==> src/rtl/video_mode_sched.sv <==
// Display-mode scheduler: advances the active video mode only at frame boundaries,
// either automatically every FRAME_HOLD frames or on a latched manual request.
`timescale 1ns/1ps

module video_mode_sched #(
    parameter int MODE_NUM   = 4,
    parameter int FRAME_HOLD = 60,
    parameter bit VS_POL     = 1'b1
) (
    input  logic        pix_clk,
    input  logic        rstn,
    input  logic        vs_in,
    input  logic        auto_en,
    input  logic        next_req,
    output logic [2:0]  mode_out,
    output logic        mode_chg,
    output logic        frame_start,
    output logic [15:0] frame_cnt,
    output logic        req_pending
);

    typedef enum logic [1:0] {
        SYNC,
        RUN,
        ARMED
    } state_t;

    localparam logic [2:0]  MODE_LAST = 3'(MODE_NUM - 1);
    localparam logic [15:0] HOLD_LAST = 16'(FRAME_HOLD - 1);
    localparam logic        VS_IDLE   = ~VS_POL;

    state_t      state;
    state_t      state_next;
    logic        pend_flag;
    logic        pend_next;
    logic        vs_d;
    logic        vs_edge;
    logic        auto_hit;
    logic        advance;
    logic [15:0] hold_cnt;

    assign vs_edge  = (vs_in == VS_POL) && (vs_d != VS_POL);
    assign auto_hit = auto_en && (hold_cnt == HOLD_LAST);

    // pend_flag only matters in SYNC; RUN/ARMED carry the request in the state itself.
    assign req_pending = (state == ARMED) || ((state == SYNC) && pend_flag);

    // NOTE: every combinational output gets a default first so no path leaves it unassigned (no latch).
    always_comb begin
        state_next = state;
        pend_next  = pend_flag;
        advance    = 1'b0;
        case (state)
            SYNC: begin
                // First boundary only aligns to the frame; it never moves the mode.
                if (vs_edge) begin
                    state_next = (pend_flag || next_req) ? ARMED : RUN;
                    pend_next  = 1'b0;
                end else if (next_req) begin
                    pend_next = 1'b1;
                end
            end
            RUN: begin
                if (vs_edge) begin
                    advance = auto_hit;
                end
                if (next_req) begin
                    state_next = ARMED;
                end
            end
            ARMED: begin
                // A request arriving on the boundary itself is kept for the next one.
                if (vs_edge) begin
                    advance    = 1'b1;
                    state_next = next_req ? ARMED : RUN;
                end
            end
            default: begin
                state_next = SYNC;
                pend_next  = 1'b0;
            end
        endcase
    end

    // NOTE: sequential state uses non-blocking assignments and an asynchronous active-low reset.
    always_ff @(posedge pix_clk or negedge rstn) begin
        if (!rstn) begin
            state     <= SYNC;
            pend_flag <= 1'b0;
        end else begin
            state     <= state_next;
            pend_flag <= pend_next;
        end
    end

    always_ff @(posedge pix_clk or negedge rstn) begin
        if (!rstn) begin
            vs_d        <= VS_IDLE;
            frame_start <= 1'b0;
            frame_cnt   <= 16'd0;
            mode_out    <= 3'd0;
            mode_chg    <= 1'b0;
            hold_cnt    <= 16'd0;
        end else begin
            vs_d        <= vs_in;
            frame_start <= vs_edge;
            mode_chg    <= advance;
            if (vs_edge) begin
                frame_cnt <= frame_cnt + 16'd1;
            end
            if (advance) begin
                mode_out <= (mode_out == MODE_LAST) ? 3'd0 : mode_out + 3'd1;
            end
            if (!auto_en || (state == SYNC)) begin
                hold_cnt <= 16'd0;
            end else if (vs_edge) begin
                hold_cnt <= advance ? 16'd0 : hold_cnt + 16'd1;
            end
        end
    end

endmodule
==> config.mk <==
export PLATFORM = sky130hd
export DESIGN_NAME = video_mode_sched
export DESIGN_NICKNAME = d
export VERILOG_FILES = /design/src/rtl/video_mode_sched.sv
export SDC_FILE = /design/constraint.sdc
export NUM_CORES = 1
export LEC_CHECK = 0
export BUFFER_PORTS_ARGS = -buffer_cell sky130_fd_sc_hd__buf_2
export CAP_MARGIN = 15
export CORE_MARGIN = 2
export CORE_UTILIZATION = 40
export CTS_BUF_LIST = sky130_fd_sc_hd__clkbuf_8
export DETAILED_ROUTE_END_ITERATION = 16
export SKIP_CTS_REPAIR_TIMING = 1
export SLEW_MARGIN = 15
export SYNTH_ARGS = -nofsm -noshare
export SYNTH_HDL_FRONTEND = slang
export SYNTH_SLANG_ARGS = --single-unit
export TNS_END_PERCENT = 30
==> constraint.sdc <==
create_clock -name pix_clk -period 1.9 [get_ports pix_clk]
set_clock_uncertainty 0.15 [all_clocks]
set_input_delay 0.19 -clock pix_clk [delete_from_list [all_inputs] [get_ports pix_clk]]
set_output_delay 0.19 -clock pix_clk [all_outputs]
set_load 0.05 [all_outputs]
==> impl_metrics.yaml <==
run_status:
  status: "complete, but fails checks"
  violations: "negative setup slack"
worst_setup_path:
  worstSetupEndpointType: "flip-flop"
  r2r_start: "hold_cnt[10]"
  path_class: "reg2reg"
  rrSetupSlack_ns: -0.12
  arrival_ns: 2.05
  setup.worst_path.start: "hold_cnt[10]"
  reg2reg_to: "mode_out[1]"
  worst-r2r-cell-count: 5
  crit_fanout: 3
  crit_path_start_kind: "flip-flop"
  worstPathRequired_ns: 1.94
pwr:
  peakVddDrop_uv: 991
  clkPwrFrac_pct: 19.6
  p_leak_uw: 0.00126
  sw_frac_of_total_pct: 41.9
  p_int_uw: 1710
  powerDensity_mw_per_mm2: 1100
  comb_power_share_pct: 42.4
  p_seq_share_pct: 38.0
  p_sw_uw: 1230
placed_design:
  dpl-instance-area_mm2: 0.00246
  gp_congestion: 0.774
  post-place-cells: 320
  port_buffers: 26
  hpwl_mm: 2.97
  dp_slack_ns: -0.103
sta:
  worstMarginPinSlew_ns: 0.531
  period_share_pct: 106
  fmax_mhz: 496
  setup_violations: 11
  setup_ws_ns: -0.116
  rsz0062_at_grt: "yes"
  hold_viol_final: 0
  relSlewSlack_pct: 64.6
  slew_viol_final: 0
  period_minus_slack_ns: 2.02
hold_path:
  min_path_type: "in2reg"
  holdPathEnd: "state[0]"
  holdPathStages: 2
  hold_start: "next_req"
yosys:
  synth.avg_cell_area_um2: 10.2
  ys_ff_latch: 41
  synth_edf_count: 0
  ys_dominant_reg_cell: "dfrtp_1"
  yosys-top-cells-area: "dfrtp_1 (50%), xnor2_1 (5.1%), nand2_1 (5.0%), ha_1 (4.3%), xor2_1 (4.3%)"
  yosysTopAreaCell: "dfrtp_1"
  synth.most_common_cell: "dfrtp_1"
  synth_top_family_by_area: "simple AND/OR/NAND/NOR gates"
  netlist_instances: 200
  synth_simple_gate_area_share_pct: 20.8
  ys_types: 44
  synth_xor_area_share_pct: 9.43
  async_flop_share_pct: 100
  synth_compound_area_share_pct: 11.1
  yosysTopAreaCellShare_pct: 50.2
  synth_fa_ha_area_share_pct: 4.29
  syn_nets: 212
  ys.warnings.count: 0
  ys_seq_area_share_pct: 50.2
  synth.area.mux_share_pct: 1.59
  synthTopCellsByCount: "dfrtp_1 (41), nand2_1 (27), nand3_1 (13), o21ai_0 (13)"
  syn-cell-area_mm2: 0.00204
detailed_routing:
  first_iter_violations: 56
  dr.pass1.iters: 4
  drc: 0
  drt-total-wl_mm: 4.23
  vias: 1642
  routedWlPerCell_um: 12.7
  viasPerCell: 4.95
  ant_nets: 0
die:
  die_h_um: 75.5
  die_x_um: 75.5
  core_area_mm2: 0.00501
  start_util_pct: 40.8
  ioPinCount: 27
  rows: 26
  dieArea_mm2: 0.00570
clocking:
  ctsRootBufferMaster: "clkbuf_8"
  cts_tree: "done"
  clock_latency_ns: 0.30
  cts_made_buffers: 5
  clk_pin_slew_ns: 0.08
  clk_path_buf_depth: 2
  cts_sinks: 41
  htreeDepth: 2
cells_and_area:
  fin_util_pct: 53.4
  finalInstanceArea_mm2: 0.00267
  final_nets: 273
  layout-area-overhead-vs-synth_pct: 30.9
  layout-drive-gt1-share_pct: 34.0
  fillers: 484
  antenna_cells: 0
  final_cells: 332
job:
  drv_cap: 0
global_routing:
  track_usage_pct: 16.6
  grt_pass1_wl_mm: 7.12
  grt_start_max_net_pins: 42
  grt_pass1_vias: 1574
  overflow: 0
  antenna_found_initial: 0
==> cell usage in the layout, fill, tap and decap left out, types with 3 or more instances in the layout <==
master and n:
a21o_1 3, a21oi_1 8, a21oi_2 4, and4_1 4, buf_2 26, buf_4 28
clkbuf_8 5, dfrtp_1 41, ha_1 5, inv_1 5, nand2_1 27, nand3_1 13
nand4_1 7, nor2_1 6, o21ai_0 3, o21ai_1 9, xnor2_1 12, xor2_1 10
==> stage by stage <==
step / setup TNS [ns] / power, uW / hold slack, ns
after floorplan: -0.423 / 1930 / -0.256
after global placement: -0.297 / 2280 / 0.141
final: -0.805 / 2940 / 0.00698
after global routing: -1.65 / 3140 / 0.0137
after CTS: -0.546 / 2860 / -0.188
after detailed placement: -0.419 / 2290 / 0.137
==> power by group through the flow <==
stage	clock network [uW]	registers, uW	logic, uW
global placement	0	1130	1150
finish	576	1120	1250
global route	627	1140	1370
CTS	584	1110	1160
detailed placement	0	1130	1160
floorplan	0	1430	498
==> state kept, by name, summed over array words and instances, names as in the netlist <==
signal	flops
mode_out	3
state	2
mode_chg	1
frame_cnt	16
hold_cnt	16
pend_flag	1
vs_d	1
frame_start	1
==> worst max path at each step <==
stage                   endpoint  cells past startpoint
floorplan            mode_out[0]                      5
global placement    hold_cnt[10]                      6
detailed placement   hold_cnt[9]                      7
CTS                  hold_cnt[9]                      6
global route         mode_out[0]                      5
finish               mode_out[1]                      5
==> metal layers <==
layer  vias to the layer above  wire, um  GRT usage, %
met5                         -         0             0
met4                         0        56          5.26
met3                         6       129          3.97
met2                        21      2010          26.8
met1                       783      2040          22.2
li1                        832         -             -
==> worst max-delay path, cell delays in order (launching register included) <==
cell and delay, ns:
dfrtp_1 0.39, or4_4 0.54, nor4_4 0.23, a21oi_2 0.11, nor2_2 0.17, mux2_4 0.31
==> cell families after synthesis <==
family,after synthesis
flip-flops,41
XOR/XNOR,22
adder cells (fa/ha/maj),7
AND/OR/NAND/NOR,77
multiplexers,3
AO/OA/AOI/OAI,38
buffers and inverters,12
==> final cells by class <==
type	instances	area (um^2)	area share, %
Multi-Input combinational cell	147	1060	39.7
Sequential cell	41	1030	38.4
Timing Repair Buffer	58	383	14.3
Tap cell	70	87.6	3.28
Clock buffer	5	68.8	2.57
Inverter	8	30.0	1.12
Clock inverter	3	17.5	0.655
No activity file was read; power rests on OpenSTA's default activity.
